**config.mk**
```make
export PLATFORM = sky130hd
export DESIGN_NAME = gshare_predictor
export DESIGN_NICKNAME = d
export VERILOG_FILES = /design/src/rtl/gshare_predictor_pkg.sv /design/src/rtl/bp_sat_ctr.sv /design/src/rtl/gshare_predictor.sv
export SDC_FILE = /design/constraint.sdc
export NUM_CORES = 1
export LEC_CHECK = 0
export ABC_AREA = 1
export CAP_MARGIN = 10
export CORE_MARGIN = 1.5
export CORE_UTILIZATION = 35
export DETAILED_ROUTE_END_ITERATION = 6
export SLEW_MARGIN = 20
export SYNTH_ARGS = -nofsm -noshare
export SYNTH_HDL_FRONTEND = slang
export SYNTH_SLANG_ARGS = --single-unit
```
**constraint.sdc**
```tcl
create_clock -name clock -period 10.9 [get_ports clock]
set_input_delay 2.18 -clock clock [delete_from_list [all_inputs] [get_ports clock]]
set_output_delay 2.18 -clock clock [all_outputs]
set_load 0.02 [all_outputs]
```
**src/rtl/gshare_predictor_pkg.sv**
```systemverilog
// Shared constants for the gshare branch predictor: counter encodings, FSM states, default widths.
// No logic; constants only.
// Not applicable: no flow control.
package gshare_predictor_pkg;

    localparam int PC_W_DEF  = 64;
    localparam int IDX_W_DEF = 8;
    localparam int GHR_W_DEF = 8;

    // 2-bit saturating counter encodings; the MSB is the predicted direction
    localparam logic [1:0] CTR_SNT = 2'b00;
    localparam logic [1:0] CTR_WNT = 2'b01;
    localparam logic [1:0] CTR_WT  = 2'b10;
    localparam logic [1:0] CTR_ST  = 2'b11;

    typedef enum logic {
        ST_INIT = 1'b0,
        ST_RUN  = 1'b1
    } state_t;

endpackage

```
**src/rtl/bp_sat_ctr.sv**
```systemverilog
// Next-state function of a 2-bit saturating direction counter.
// Latency: combinational.
// Backpressure: none.
module bp_sat_ctr
    import gshare_predictor_pkg::*;
(
    input  logic [1:0] ctr,
    input  logic       taken,
    output logic [1:0] ctr_next
);

    always_comb begin
        ctr_next = ctr;
        if (taken) begin
            if (ctr != CTR_ST) ctr_next = ctr + 2'd1;
        end else begin
            if (ctr != CTR_SNT) ctr_next = ctr - 2'd1;
        end
    end

endmodule

```
**src/rtl/gshare_predictor.sv**
```systemverilog
// Gshare direction predictor: PC xor global history indexes a table of 2-bit counters.
// Latency: prediction one cycle after pred_valid; updates take effect the same cycle (write-first).
// Backpressure: none; all requests are ignored while the init sweep runs (init_busy=1).
module gshare_predictor
    import gshare_predictor_pkg::*;
#(
    parameter int         PC_W     = PC_W_DEF,
    parameter int         IDX_W    = IDX_W_DEF,
    parameter int         GHR_W    = GHR_W_DEF,
    parameter logic [1:0] CTR_INIT = CTR_WNT
) (
    input  logic             clock,
    input  logic             reset,
    input  logic             pred_valid,
    input  logic [PC_W-1:0]  pred_pc,
    output logic             pred_resp_valid,
    output logic             pred_taken,
    output logic [GHR_W-1:0] pred_ghr,
    input  logic             upd_valid,
    input  logic [PC_W-1:0]  upd_pc,
    input  logic             upd_taken,
    input  logic [GHR_W-1:0] upd_ghr,
    input  logic             upd_mispredict,
    output logic             init_busy
);

    localparam int DEPTH = 1 << IDX_W;

    state_t             state_q, state_d;
    logic [IDX_W-1:0]   init_ptr_q, init_ptr_d;
    logic [GHR_W-1:0]   ghr_q;
    logic [1:0]         pht [DEPTH];

    logic               pred_acc, upd_acc;
    logic [IDX_W-1:0]   pred_idx, upd_idx;
    logic [1:0]         upd_ctr, upd_ctr_next, lookup_ctr;
    logic [GHR_W-1:0]   ghr_spec, ghr_repair;
    logic               pht_we;
    logic [IDX_W-1:0]   pht_wa;
    logic [1:0]         pht_wd;
    logic               unused_bits;

    always_ff @(posedge clock or posedge reset) begin
        if (reset) begin
            state_q    <= ST_INIT;
            init_ptr_q <= '0;
        end else begin
            state_q    <= state_d;
            init_ptr_q <= init_ptr_d;
        end
    end

    always_comb begin
        state_d    = state_q;
        init_ptr_d = init_ptr_q;
        init_busy  = 1'b0;
        pred_acc   = 1'b0;
        upd_acc    = 1'b0;
        case (state_q)
            ST_INIT: begin
                init_busy  = 1'b1;
                init_ptr_d = init_ptr_q + IDX_W'(1);
                if (init_ptr_q == {IDX_W{1'b1}}) state_d = ST_RUN;
            end
            ST_RUN: begin
                pred_acc = pred_valid;
                upd_acc  = upd_valid;
            end
            default: state_d = ST_INIT;
        endcase
    end

    assign pred_idx = pred_pc[IDX_W+1:2] ^ IDX_W'(ghr_q);
    assign upd_idx  = upd_pc[IDX_W+1:2] ^ IDX_W'(upd_ghr);
    assign upd_ctr  = pht[upd_idx];

    bp_sat_ctr u_sat_ctr (
        .ctr      (upd_ctr),
        .taken    (upd_taken),
        .ctr_next (upd_ctr_next)
    );

    // Same-cycle update to the looked-up entry must be visible to the lookup
    assign lookup_ctr = (upd_acc && (upd_idx == pred_idx)) ? upd_ctr_next : pht[pred_idx];

    // The sweep owns the single write port during INIT
    always_comb begin
        pht_we = 1'b0;
        pht_wa = upd_idx;
        pht_wd = upd_ctr_next;
        if (state_q == ST_INIT) begin
            pht_we = 1'b1;
            pht_wa = init_ptr_q;
            pht_wd = CTR_INIT;
        end else if (upd_acc) begin
            pht_we = 1'b1;
        end
    end

    always_ff @(posedge clock) begin
        if (pht_we) pht[pht_wa] <= pht_wd;
    end

    // Truncating casts drop the oldest history bit; also valid for GHR_W == 1
    assign ghr_spec   = GHR_W'({ghr_q, lookup_ctr[1]});
    assign ghr_repair = GHR_W'({upd_ghr, upd_taken});

    always_ff @(posedge clock or posedge reset) begin
        if (reset) begin
            ghr_q <= '0;
        end else if (upd_acc && upd_mispredict) begin
            ghr_q <= ghr_repair;
        end else if (pred_acc) begin
            ghr_q <= ghr_spec;
        end
    end

    always_ff @(posedge clock or posedge reset) begin
        if (reset) begin
            pred_resp_valid <= 1'b0;
            pred_taken      <= 1'b0;
            pred_ghr        <= '0;
        end else begin
            pred_resp_valid <= pred_acc;
            if (pred_acc) begin
                pred_taken <= lookup_ctr[1];
                pred_ghr   <= ghr_q;
            end
        end
    end

    assign unused_bits = ^{pred_pc[PC_W-1:IDX_W+2], pred_pc[1:0],
                           upd_pc[PC_W-1:IDX_W+2], upd_pc[1:0], lookup_ctr[0]};

endmodule
```
Yosys cells after proc, flatten, opt, wreduce, memory -nomap -nowiden
Memories as Yosys holds them, arrays and structs flattened.
Cells that the tools add are included.
- equality and inequality tests: 3
- bitwise operators: 2
- reduce and logical (&&, ||, !) cells: 4
- multiplexer cells: 17
- add/sub/neg operators: 3
- operators with widths (operator ; number):
    $mux 8 ; 3
    $xor 8x8->8 ; 2
    $mux 2 ; 5
    $mux 1 ; 9
    $add 8x1->8 const B ; 1
    $eq 8x8->1 ; 1
    $eq 8x8->1 const B ; 1
    $reduce_bool 2->1 ; 2
    $add 2x1->2 const B ; 1
    $logic_and 1x1->1 ; 2
    $ne 2x2->1 const B ; 1
    $sub 2x1->2 const B ; 1
- word-level logic and storage cells: 36
- memories: 1
- flip-flop bits (word level): 27
- memory bits (writable): 512
- memory list (memory ; depth ; width ; rd ports ; clocked after Yosys merged registers in ; wr ports ; RTL line ; text):
    pht ; 256 ; 2 ; 2 ; 0 ; 1 ; gshare_predictor.sv:32 ; logic [1:0] pht [DEPTH];

Logic depth before layout (Yosys ltp)
Gate-level depths: netlist of run 1.
An unclocked memory read counts as a cell.
- depth after elaboration: 8
- mapped depth: 19
- depth with buffers taken out: 17

By module
A second synthesis of run 1 with hierarchy kept.
- cell total of the unflattened synthesis: 2723
- area, all modules: 26255.2 µm²
- modules (own cells, without submodules) (module ; cells an instance ; area each (µm²) ; seq. area each (µm²) ; times used):
    gshare_predictor ; 2717 ; 26230.2 ; 16050.4 ; 1
    bp_sat_ctr ; 6 ; 25.0 ; 0.0 ; 1

Worst setup path before layout of run 1
No wires, ideal clock.
- kind: input-to-reg
- start: in upd_pc[5]
- end: mem pht[0][1] (data pin)
- path slack: -1.004 ns
- data arrival time: 10.331 ns
- library setup time: 1.573 ns
- required time: 9.327 ns
- stages on the path: 10
- cells stage by stage: xnor2_1 > clkbuf_1 > nand3_1 > nand3_1 > nand3_1 > nand3_1 > nand3_1 > nand2_1 > nand2_2 > a21oi_1
- word-level cells in the longest chain between the ends: 6
- elaborated cells on any way between the ends: 10
- those cells by class: 2 x add/sub; 1 x eq/ne; 4 x mux; 1 x bitwise; 1 x reduce/logical; 1 x memory
- ends and longest elaborated chain (element ; RTL line ; text):
    from (decl) ; gshare_predictor.sv:20 ; input logic [PC_W-1:0] upd_pc,
    $xor 8x8->8 * ; gshare_predictor.sv:74 ; assign upd_idx = upd_pc[IDX_W+1:2] ^ IDX_W'(upd_ghr);
    $mem_v2 256x2 * ; -- ;
    $sub 2x1->2, or another cell as far along ; bp_sat_ctr.sv:17 ; if (ctr != CTR_SNT) ctr_next = ctr - 2'd1;
    $mux 2, on equally long branches ; bp_sat_ctr.sv:17, bp_sat_ctr.sv:15 ;
    $mux 2 * ; bp_sat_ctr.sv:14 ; if (taken) begin
    $mux 2 * ; gshare_predictor.sv:91 ; if (state_q == ST_INIT) begin
    named net pht_wd[1] ; gshare_predictor.sv:40 ; logic [1:0] pht_wd;
    to (decl) ; gshare_predictor.sv:32 ;
The timed path passes the listed nets; every way through them passes the cells marked *.

Final worst setup path of run 1
- start: in upd_ghr[0]
- end: mem pht[112][0] (data pin)
- word-level cells in the longest chain between the ends: 6
- elaborated cells on any way between the ends: 10
- those cells by class: 2 x add/sub; 1 x eq/ne; 4 x mux; 1 x bitwise; 1 x reduce/logical; 1 x memory
- ends and longest elaborated chain (element ; RTL line ; text):
    from (decl) ; gshare_predictor.sv:22 ; input logic [GHR_W-1:0] upd_ghr,
    $xor 8x8->8 * ; gshare_predictor.sv:74 ;
    $mem_v2 256x2 * ; -- ;
    $sub 2x1->2, or another cell as far along ; bp_sat_ctr.sv:17 ;
    $mux 2, on equally long branches ; bp_sat_ctr.sv:17, bp_sat_ctr.sv:15 ;
    $mux 2 * ; bp_sat_ctr.sv:14 ;
    $mux 2 * ; gshare_predictor.sv:91 ;
    named net pht_wd[0] ; gshare_predictor.sv:40 ;
Marked as above.

==> impl_metrics.json, run 1 <==
{
  "drt-pass1-iter-count": 6,
  "dp_hpwl_mm": 44.61,
  "slew_violations": 0,
  "synth.avg_cell_area_um2": 9.138,
  "finClkSkew_ps": 19.73,
  "die_h_um": 281.9,
  "cp_slowest_cell": "buf_4",
  "drc_errors": 0,
  "tns_ps": 0,
  "yosysWarningCount": 0,
  "cts_inserted_buffers": 59,
  "internal_power_mw": 3.523,
  "overflow": 0,
  "finalHoldViolations": 0,
  "cp_common_cell": "nand3_1",
  "fill_cells": 7631,
  "die_w_um": 281.9,
  "cts_hold_buf": 0,
  "drt-initial-drc-count": 2084,
  "ctsLongestPathBuffers": 3,
  "cts.clk_slew.worst_paths_ps": 60,
  "power.switching_mw": 1.135,
  "final_util": 0.3928,
  "layout-drive-gt1-share": 0.06212,
  "finalCritPeriodShare": 0.6631,
  "critPathRequiredTime_ps": 11270,
  "start_util": 0.3526,
  "syn_nets": 3122,
  "cp-end-kind": "register",
  "synth_top_area_share": 0.5648,
  "clk_latency_ps": 620,
  "placed_cells": 3910,
  "finalSetupViolCount": 0,
  "path_max_fanout": 102,
  "rsz0062_at_grt": "false",
  "swShare": 0.2437,
  "synth_top_area_cell": "edfxtp_1",
  "p_seq_frac": 0.479,
  "antenna-diode-count": 0,
  "ioPinCount": 153,
  "post_cts_resized": 0,
  "grt_pass1_wl_mm": 122.4,
  "netlist_instances": 2979,
  "io_buffers": 40,
  "area_growth_pct": 11.40,
  "pwr-share-comb": 0.097,
  "netlist_area_um2": 27220,
  "ys_top_cells_by_area": "edfxtp_1, nand2_1, nand3_1",
  "synth_seq_cells": 539,
  "startpoint_type": "primary input",
  "ys.flop_type": "edfxtp_1",
  "worst-path-buf-inv": 4,
  "cpPeakStageDelay_ps": 850,
  "place_congestion": 0.8342,
  "grt_max_degree": 131,
  "core_area_um2": 77210,
  "worstMarginPinSlew_ps": 1147,
  "finalPower_mw": 4.658,
  "worst_hold_path_type": "reg2reg",
  "path_cells": "clkdlybuf4s50_1, nand2_2, nand2_8, buf_4, or2_0, nand3_1, nand3_1, nand3_1, nand3_1, nand3_1, nand3_1, nand3_2, nand2_1, nand2_2, nand3_4, buf_4, buf_4",
  "route.vias.total": 21230,
  "gr-usage-all-layers": 0.2054,
  "num_rows": 102,
  "h-tree-depth": 2,
  "final_net_count": 3074,
  "clock-root-buffer": "clkbuf_16",
  "maxSlewHeadroom": 0.2334,
  "vdd_drop_max_v": 0.0001346,
  "status": "complete, no violations",
  "pwr-share-clk": 0.423,
  "instances_no_fill": 4018,
  "worstSetupPathType": "in2reg",
  "cts_tree": "done",
  "synth_edf_count": 512,
  "dieArea_um2": 79460,
  "max-cap-violations": 0,
  "routed_wl_mm": 82.18,
  "grt_antenna_before_repair": 0,
  "ys_seq_area_frac": 0.5896,
  "wl_per_cell_um": 20.45,
  "ys_async_sr_fraction": 0.05009,
  "vias_per_cell": 5.284,
  "grt_pass1_vias": 19860,
  "period_minus_slack_ps": 7227,
  "cp_top_family": "buffers and inverters",
  "leakage_nw": 12.07,
  "drtAntennaViolNets": 0,
  "clkSinkCount": 539,
  "fmaxAchievable_mhz": 138.4,
  "synth_cell_types": 37,
  "power.density_nw_per_um2": 153.6,
  "post_cts_buffers": 0,
  "worst_ep_arrival_time_ps": 7590
}
## final cells by class
class,instances,area (um^2),share of cell area
Timing Repair Buffer,85,788.3,0.02599
Sequential cell,539,16050,0.5293
Inverter,379,1423,0.04691
Clock inverter,27,287.8,0.009490
Clock buffer,81,1602,0.05281
Multi-Input combinational cell,1867,8874,0.2926
Tap cell,1040,1301,0.04291
## per-layer routing
metal  up-vias  track usage  wire length (um)
met2       885       0.3321             37560
met5         -            0                 0
met3       141      0.03687              7509
met1     10310       0.2784             34740
li1       9899            -                 -
met4         0      0.06658              2366
## worst register-to-register path, delay by kind of cell, from the launching register on
kind / cells / cell delay, ps
flip-flops: 1 / 440
buffers and inverters: 4 / 2320
XOR/XNOR: 1 / 170
AND/OR/NAND/NOR: 10 / 1260
## logic make-up (layout without fill, tap and decap cells)
kind of cell / Yosys count / after routing / share of synthesized area
xor+xnor: 22 / 22 / 0.007630
fa+ha+maj: 1 / 1 / 0.0004595
compound gates: 203 / 203 / 0.05497
simple gates: 1641 / 1641 / 0.2580
buf+inv: 573 / 572 / 0.08930
flops: 539 / 539 / 0.5896
## per-stage QoR
step                cell area (um^2)  hold slack, ps  setup WS [ps]
finish                         30330           477.1           3673
global route                   30330           515.9           3306
CTS                            30330           482.8           3670
detailed placement             28440           466.0           3024
global placement               28440           464.3           3050
floorplan                      27230           463.0           2392
## path summary, 6_finish.rpt
path                                to  cells past startpoint  slack, ps   startpoint
max                        pht[112][0]                     17       3670   upd_ghr[0]
min                        pred_ghr[3]                      2        480  pred_ghr[3]
max reg2reg                   ghr_q[0]                     15       6640     ghr_q[2]
min reg2reg                pred_ghr[3]                      2        480  pred_ghr[3]
max in group asynchronous     ghr_q[2]                      3       8650        reset
min in group asynchronous  pred_ghr[4]                      3       1940        reset
## cells in the final DEF (no fill, tap or decap), types with 3 or more instances in the layout
master / instances
nand2_1: 757
nand3_1: 567
edfxtp_1: 512
inv_1: 366
nor2_1: 271
o211ai_1: 141
clkbuf_16: 61
buf_4: 41
clkdlybuf4s50_1: 40
o21ai_0: 34
dfrtp_1: 27
clkbuf_1: 20
o211ai_2: 13
or2_0: 13
inv_2: 10
clkinv_1: 10
clkinv_2: 10
xnor2_1: 9
nand2_2: 7
xnor2_2: 6
nand4_1: 6
bufinv_16: 6
xor2_1: 5
nand2_4: 4
nand3_2: 4
nand4_2: 4
o22ai_1: 4
buf_12: 4
o21ai_1: 3
clkinvlp_4: 3
## power by group through the flow
stage / Clock, mW / Combinational (mW) / Sequential [mW]
final: 1.97 / 0.453 / 2.23
after global routing: 2.07 / 0.485 / 2.23
after CTS: 2.00 / 0.447 / 2.23
after detailed placement: 0 / 0.445 / 2.28
after global placement: 0 / 0.444 / 2.28
after floorplan: 0 / 0.298 / 2.28
## state kept, by name (all words and copies together), names as in the netlist
register	flops
pred_resp_valid	1
init_ptr_q	8
ghr_q	8
state_q	1
pred_ghr	8
pred_taken	1
pht	512
## cell usage after synthesis (all sizes together) (4+ instances only)
master	instances
nand2	769
nand3	572
edfxtp	512
inv	377
nor2	273
o211ai	154
buf	135
clkbuf	59
o21ai	37
dfrtp	27
xnor2	16
or2	13
nand4	10
xor2	6
a21oi	5
o22ai	4
Power figures use the tool's default switching activity.
==> run 2, diff against run 1 <==
Clock period 10.9 ns to 6 ns, I/O delays scaled along.
==> run 2 against run 1 <==
Worst hold slack hardly changed. Count of clock-buffer cells in the layout is 8 lower. Combinational power is 90% higher. Register-to-register slack worse by 4300 ps.
==> impl_metrics.json, run 2 (same netlist as run 1, synthesis figures left out) <==
{
  "drt-pass1-iter-count": 6,
  "worst_ep_arrival_time_ps": 5000,
  "area_growth_pct": 13.82,
  "start_util": 0.3526,
  "routed_wl_mm": 83.01,
  "post_cts_resized": 0,
  "cts_hold_buf": 0,
  "post_cts_buffers": 0,
  "die_w_um": 281.9,
  "multi_input_area_um2": 8864,
  "cp_common_cell": "nand3_1",
  "grt_pass1_vias": 19910,
  "path_max_fanout": 49,
  "grt_pass1_wl_mm": 124.0,
  "clk_latency_ps": 630,
  "antenna-diode-count": 0,
  "critPathRequiredTime_ps": 6350,
  "grt_max_degree": 91,
  "worst_hold_path_type": "reg2reg",
  "num_rows": 102,
  "clock-root-buffer": "clkbuf_16",
  "finalWorstSetupSlack_ps": 1348,
  "dp_hpwl_mm": 47.77,
  "ctsLongestPathBuffers": 3,
  "die_h_um": 281.9,
  "grt_antenna_before_repair": 1,
  "maxSlewHeadroom": 0.1822,
  "cts_tree": "done",
  "h-tree-depth": 2,
  "clkSinkCount": 539,
  "layout-drive-gt1-share": 0.07687,
  "post-place-ws_ps": 841.8,
  "max-cap-violations": 0,
  "vias_per_cell": 5.250,
  "cpPeakStageDelay_ps": 840,
  "cts.clk_slew.worst_paths_ps": 60,
  "rsz0062_at_grt": "false",
  "drt-initial-drc-count": 2512,
  "status": "complete, no violations",
  "final_net_count": 3113,
  "wl_per_cell_um": 20.46,
  "worstSetupPathType": "in2reg",
  "tns_ps": 0,
  "finalPower_mw": 8.727,
  "cp_slowest_cell": "xnor2_2",
  "largest_reg_flops": 512,
  "fill_cells": 7571,
  "dieArea_um2": 79460,
  "startpoint_type": "primary input",
  "layout_common_cells": "nand2_1, nand3_1, edfxtp_1",
  "drc_errors": 0,
  "final-seq-area_um2": 16050,
  "worstRegToRegCells": 6,
  "gr-usage-all-layers": 0.2087,
  "largest_register": "pht",
  "leakage_nw": 12.42,
  "power.density_nw_per_um2": 281.7,
  "cp-end-kind": "register",
  "cts_inserted_buffers": 58,
  "finalSetupViolCount": 0,
  "ioPinCount": 153,
  "worstMarginPinSlew_ps": 1225,
  "vdd_drop_max_v": 0.0002353,
  "route.vias.total": 21310,
  "mostFrequentLayoutCell": "nand2_1",
  "path_cells": "clkdlybuf4s50_1, xnor2_2, buf_4, o211ai_1, nand3_1, nand3_1, nand3_1, nand3_1, nand3_1, nand3_2, nand2_1, nand2_2, a21oi_4, buf_4",
  "fmaxAchievable_mhz": 215.0,
  "drtAntennaViolNets": 0,
  "io_buffers": 40,
  "finalHoldViolations": 0,
  "period_minus_slack_ps": 4652,
  "finClkSkew_ps": 18.23,
  "core_area_um2": 77210,
  "place_congestion": 0.8685,
  "finalCritPeriodShare": 0.7754,
  "slew_violations": 0,
  "holdPathStages": 2,
  "overflow": 0
}
-- run 2: area by class of cell --
type / instances / share of cell area
sequential: 539 / 0.5180
multi-input combinational: 1867 / 0.2861
clock buffer: 73 / 0.05201
inverter: 379 / 0.04592
timing repair buffer: 125 / 0.04240
tap: 1040 / 0.04200
clock inverter: 35 / 0.01357
-- run 2: critical path, delay by kind of cell --
kind,cells,cell delay [ps]
buf+inv,3,1530
simple gates,8,1030
xor+xnor,1,840
compound gates,2,350
-- run 2: path summary, 6_finish.rpt --
path | startpoint | end | slack (ps)
max | upd_ghr[1] | pht[165][1] | 1350
min | pred_ghr[4] | pred_ghr[4] | 480
max reg2reg | state_q | pht[165][0] | 2390
min reg2reg | pred_ghr[4] | pred_ghr[4] | 480
max in group asynchronous | reset | pred_ghr[7] | 4640
min in group asynchronous | reset | pred_ghr[4] | 970
-- run 2: report_power, final --
part,internal (mW),switching (mW)
Sequential,4.06,0
Combinational,0.259,0.603
Clock,2.32,1.49
-- run 2: through the flow --
stage | instance area, um^2 | hold slack, ps | cells | util
finish | 30980 | 476.9 | 4058 | 0.4013
global route | 30980 | 512.3 | 4058 | 0.4013
CTS | 30980 | 481.9 | 4058 | 0.4013
detailed placement | 28950 | 465.3 | 3950 | 0.3750
global placement | 28950 | 463.1 | 3950 | 0.3750
floorplan | 27240 | 463.0 | 2979 | -
-- run 2: per-layer routing --
metal  vias to the layer above  wire, um  part of all wire  GRT usage
li1                       9957         -                 -          -
met1                     10260     35160              0.42     0.2884
met2                       936     37050              0.45     0.3285
met3                       153      8150             0.098    0.04085
met4                         0      2649             0.032    0.06824
met5                         -         0                 0          0
